$ cat config.mk
export PLATFORM = sky130hd
export DESIGN_NAME = irq_capture_encoder
export DESIGN_NICKNAME = d
export VERILOG_FILES = /design/src/rtl/irq_pkg.sv /design/src/rtl/irq_pri_sel.sv /design/src/rtl/irq_capture_encoder.sv
export SDC_FILE = /design/constraint.sdc
export NUM_CORES = 1
export LEC_CHECK = 0
export ABC_AREA = 1
export BUFFER_PORTS_ARGS = -buffer_cell sky130_fd_sc_hd__buf_2
export CORE_MARGIN = 5
export CORE_UTILIZATION = 46
export DETAILED_ROUTE_END_ITERATION = 12
export PLACE_DENSITY = 0.72
export SYNTH_ARGS = -nofsm -noshare
export SYNTH_HDL_FRONTEND = slang
export SYNTH_SLANG_ARGS = --single-unit
export TNS_END_PERCENT = 50
$ cat constraint.sdc
create_clock -name clk -period 1.35 [get_ports clk]
set_input_delay 0.27 -clock clk [delete_from_list [all_inputs] [get_ports clk]]
set_output_delay 0.27 -clock clk [all_outputs]
set_load 0.05 [all_outputs]
$ cat src/rtl/irq_pkg.sv
// Shared sizing and types for the interrupt request capture / priority-encode path.
package irq_pkg;

  localparam int N               = 8;
  localparam int W               = 3;
  localparam int SYNC_STAGES_DEF = 2;

  typedef logic [W-1:0] irq_id_t;
  typedef logic [N-1:0] irq_vec_t;

endpackage

$ cat src/rtl/irq_pri_sel.sv
// Combinational highest-index-wins selector: reports whether any bit is set and its index.
module irq_pri_sel #(
  parameter int N = irq_pkg::N,
  parameter int W = irq_pkg::W
) (
  input  logic [N-1:0] vec,
  output logic         any,
  output logic [W-1:0] id
);
  import irq_pkg::*;

  // Ascending scan: the last set bit seen is the highest index, so it wins.
  always_comb begin
    any = 1'b0;
    id  = '0;
    for (int i = 0; i < N; i++) begin
      if (vec[i]) begin
        any = 1'b1;
        id  = W'(i);
      end
    end
  end

endmodule

$ cat src/rtl/irq_capture_encoder.sv
// Synchronises request lines, latches rising edges as sticky pending bits and presents the
// highest-priority unmasked pending request as a registered id on a valid/ready handshake.
module irq_capture_encoder #(
  parameter int N           = irq_pkg::N,
  parameter int W           = irq_pkg::W,
  parameter int SYNC_STAGES = irq_pkg::SYNC_STAGES_DEF
) (
  input  logic         clk,
  input  logic         rst,
  input  logic [N-1:0] req_in,
  input  logic [N-1:0] mask,
  input  logic         irq_ready,
  output logic         irq_valid,
  output logic [W-1:0] irq_id,
  output logic [N-1:0] pending,
  output logic [N-1:0] overrun
);
  import irq_pkg::*;

  logic [N-1:0] sync_q [SYNC_STAGES];
  logic [N-1:0] hist_q;
  logic [N-1:0] pend_q;
  logic [N-1:0] ovr_q;
  logic         vld_q;
  logic [W-1:0] id_q;

  logic [N-1:0] sync_out;
  logic [N-1:0] rise;
  logic [N-1:0] accept;
  logic [N-1:0] cand;
  logic [N-1:0] pend_d;
  logic [N-1:0] ovr_d;
  logic         fire;
  logic         sel_any;
  logic [W-1:0] sel_id;

  // Synchroniser chain and edge history
  always_ff @(posedge clk or posedge rst) begin
    if (rst) begin
      for (int k = 0; k < SYNC_STAGES; k++) sync_q[k] <= '0;
      hist_q <= '0;
    end else begin
      sync_q[0] <= req_in;
      for (int k = 1; k < SYNC_STAGES; k++) sync_q[k] <= sync_q[k-1];
      hist_q <= sync_out;
    end
  end

  assign sync_out = sync_q[SYNC_STAGES-1];
  assign rise     = sync_out & ~hist_q;
  assign fire     = vld_q & irq_ready;

  always_comb begin
    accept = '0;
    if (fire) accept[id_q] = 1'b1;
  end

  // A same-edge rise beats the accept clear; an overrun only counts when the bit survives.
  assign pend_d = rise | (pend_q & ~accept);
  assign ovr_d  = rise & pend_q & ~accept;

  // Candidates use the registered pending so same-edge rises wait one cycle to be presented.
  assign cand = pend_q & mask & ~accept;

  irq_pri_sel #(
    .N (N),
    .W (W)
  ) u_pri_sel (
    .vec (cand),
    .any (sel_any),
    .id  (sel_id)
  );

  // Pending / overrun state and the presented-id register
  always_ff @(posedge clk or posedge rst) begin
    if (rst) begin
      pend_q <= '0;
      ovr_q  <= '0;
      vld_q  <= 1'b0;
      id_q   <= '0;
    end else begin
      pend_q <= pend_d;
      ovr_q  <= ovr_d;
      if (!vld_q || fire) begin
        vld_q <= sel_any;
        if (sel_any) id_q <= sel_id;
      end
    end
  end

  assign irq_valid = vld_q;
  assign irq_id    = id_q;
  assign pending   = pend_q;
  assign overrun   = ovr_q;

endmodule

==> reports/results.ini <==
[timing]
drv_slew = 0
rsz0062_at_grt = yes
period_share = 1.035
fin_skew_ns = 0.004944
clock.fmax_mhz = 715.6
holdWs_ns = 0.03106
worst_slack_ns = -0.04742
max-slew-margin-rel = 0.8277
setup_viol = 4
worstMarginPinSlew_ns = 0.2602
hold_viol = 0
period_needed_ns = 1.397

[worst_setup_path]
reg2reg_to = irq_id[0]
crit_type = reg -> reg
worstPathRequired_ns = 1.60
endpoint_kind = flop
reg2reg_from = irq_valid
arrival_ns = 1.65
path_max_fanout = 3
startpoint_type = flop
r2r_cells = 13
reg2reg_setup_slack_ns = -0.05

[run_status]
violations = negative setup slack
outcome = finished, violations left

[clock_network]
clockBufferDepth = 2
clk_pin_slew_ns = 0.12
htree_levels = 2
cts_sinks = 44
clock-root-buffer = clkbuf_4
clk_latency_ns = 0.34
cts_tree = yes
cts_buffers = 5

[die]
die_area_um2 = 4619
fp.dieH_um = 67.96
ios = 39
start_util = 0.4705
die_width_um = 67.96
core_um2 = 3284
num_rows = 21

[logic_synthesis]
synth.area.top_cells = dfrtp_1, nand2_1, inv_1, nor2_1, nand2_2
ys_ff_latch = 44
synth.most_common_cell = dfrtp_1
yosysWarningCount = 0
netlist.area_leader.share = 0.7126
netlist_instances = 144
synth_edf_count = 0
synth_top_cell_by_area = dfrtp_1
synth_flop_cell = dfrtp_1
syn-num-nets = 163
netlist_top_cells_count = dfrtp_1, nand2_1, inv_1
async_reset_ff_frac = 1.000
postSynthAreaPerCell_um2 = 10.73
synth_area_um2 = 1545
yosys.cell_types.count = 14
ys_seq_area_frac = 0.7126

[routing]
dr.pass1.iters = 4
viasPerCell = 4.146
routed_wl_mm = 2.956
dr.first_iter.drc_count = 26
wl_per_cell_um = 11.07
postRouteAntennaNets = 0
via_count = 1107
drc = 0

[global_routing]
gr-total-overflow = 0
grt_pass1_vias = 1154
antenna_found_initial = 0
grt_max_degree = 45
grt.total_usage = 0.1537
grt_pass1_wl_mm = 4.981

[power_and_ir_drop]
p_leak_nw = 1.166
ir_drop_uv = 889.7
p_per_area_nw_per_um2 = 1490

[placed_design]
io_buffer_count = 38
dp_hpwl_mm = 2.070
place_inst = 243
gp_congestion = 0.8439

[finish]
fillers = 256
stdcell_count = 267
num_antenna_cells = 0
post-route-util = 0.6709
drive_gt1_frac = 0.4661
nNetsFinal = 239
syn_to_final_growth_pct = 42.59

[flow_run]
cap_viol_max_count = 0

[min_path]
min_from = req_in[4]
hold_depth = 1
hold_end = sync_q[12]
hold_class = in -> reg

placed cells by master (no fill, tap or decap):
cell type	instances
nand2_2	12
clkinv_1	1
dfrtp_1	40
buf_4	22
nor3_1	3
clkinv_4	1
dlygate4sd3_1	8
nand3_1	1
nor2_1	7
o21ai_0	3
clkinvlp_4	1
nand2_4	2
inv_1	17
nand3_2	6
o21ai_1	2
dfrtp_2	4
nor2_2	5
clkbuf_4	8
nand2_1	34
buf_6	2
clkbuf_1	1
inv_2	3
nor2_4	3
buf_2	33
buf_12	1
a31oi_1	1
state kept, by name, indices dropped and copies added, names as in the netlist:
name / cells
pending: 8
sync_out: 8
hist_q: 8
overrun: 8
irq_valid: 1
sync_q: 8
irq_id: 3
report_power, final:
group,total (mW),internal (mW),switching (mW)
registers,1.57,1.46,0.110
logic,1.11,0.378,0.731
clock network,0.602,0.207,0.395
worst max path at each step:
stage,from,to,slack [ns]
5_1_grt,irq_id[0],irq_id[0],-0.16
2_1_floorplan,irq_valid,irq_id[0],-0.13
4_1_cts,irq_id[0],irq_id[0],-0.05
3_5_place_dp,irq_id[2],irq_id[0],-0.10
6_report,irq_valid,irq_id[0],-0.05
3_3_place_gp,irq_id[1],irq_id[0],-0.1
metrics by stage:
stage	TNS [ns]	setup slack, ns	area [µm²]	total power [mW]
floorplan	-0.5285	-0.1322	1555	2.244
global route	-0.5816	-0.1596	2203	3.488
finish	-0.07298	-0.04742	2203	3.283
detailed placement	-0.2353	-0.1035	1928	2.551
CTS	-0.08505	-0.05212	2138	3.287
global placement	-0.2353	-0.09610	1928	2.539
critical path, cell delays in order (launching register included):
cell     delay, ns
dfrtp_2       0.42
buf_6         0.11
nand3_2       0.07
nor2_2        0.14
nor2_2        0.05
buf_4         0.13
nand2_2       0.04
nand2_1       0.04
nand2_1       0.05
nand2_1       0.04
nand2_1       0.05
nand2_1       0.05
nand2_1       0.05
nand2_1       0.04
timing repair:
action / in CTS / in global routing
hold buffers: 4 / 4
endpoints found under the setup margin: 5 / 11
resized for setup: 19 / 9
pin swaps: 6 / 1
endpoints found under the hold margin: 47 / 4
setup buffers: 7 / 1
cloned: 0 / 0
logic make-up after synthesis:
logic type,share of synthesized area
DFF,0.7126
buffers and inverters,0.05101
and+or+nand+nor,0.2162
AOI/OAI and AO/OA,0.02024
layer usage:
layer | up-vias | global-route usage | part of all wire
li1 | 587 | - | -
met3 | 4 | 0.05583 | 0.050
met4 | 0 | 0.06700 | 0.014
met5 | - | 0 | 0
met1 | 496 | 0.1620 | 0.40
met2 | 20 | 0.2732 | 0.53
area by class of cell:
| class | count | area [µm²] | area share |
|---|---|---|---|
| sequential | 44 | 1106 | 0.5020 |
| inverter | 21 | 78.83 | 0.03578 |
| multi-input combinational | 79 | 427.9 | 0.1942 |
| timing repair buffer | 69 | 475.5 | 0.2158 |
| clock buffer | 6 | 41.29 | 0.01874 |
| tap | 46 | 57.56 | 0.02612 |
| clock inverter | 2 | 16.27 | 0.007382 |
No activity file was read; power rests on OpenSTA's default activity.
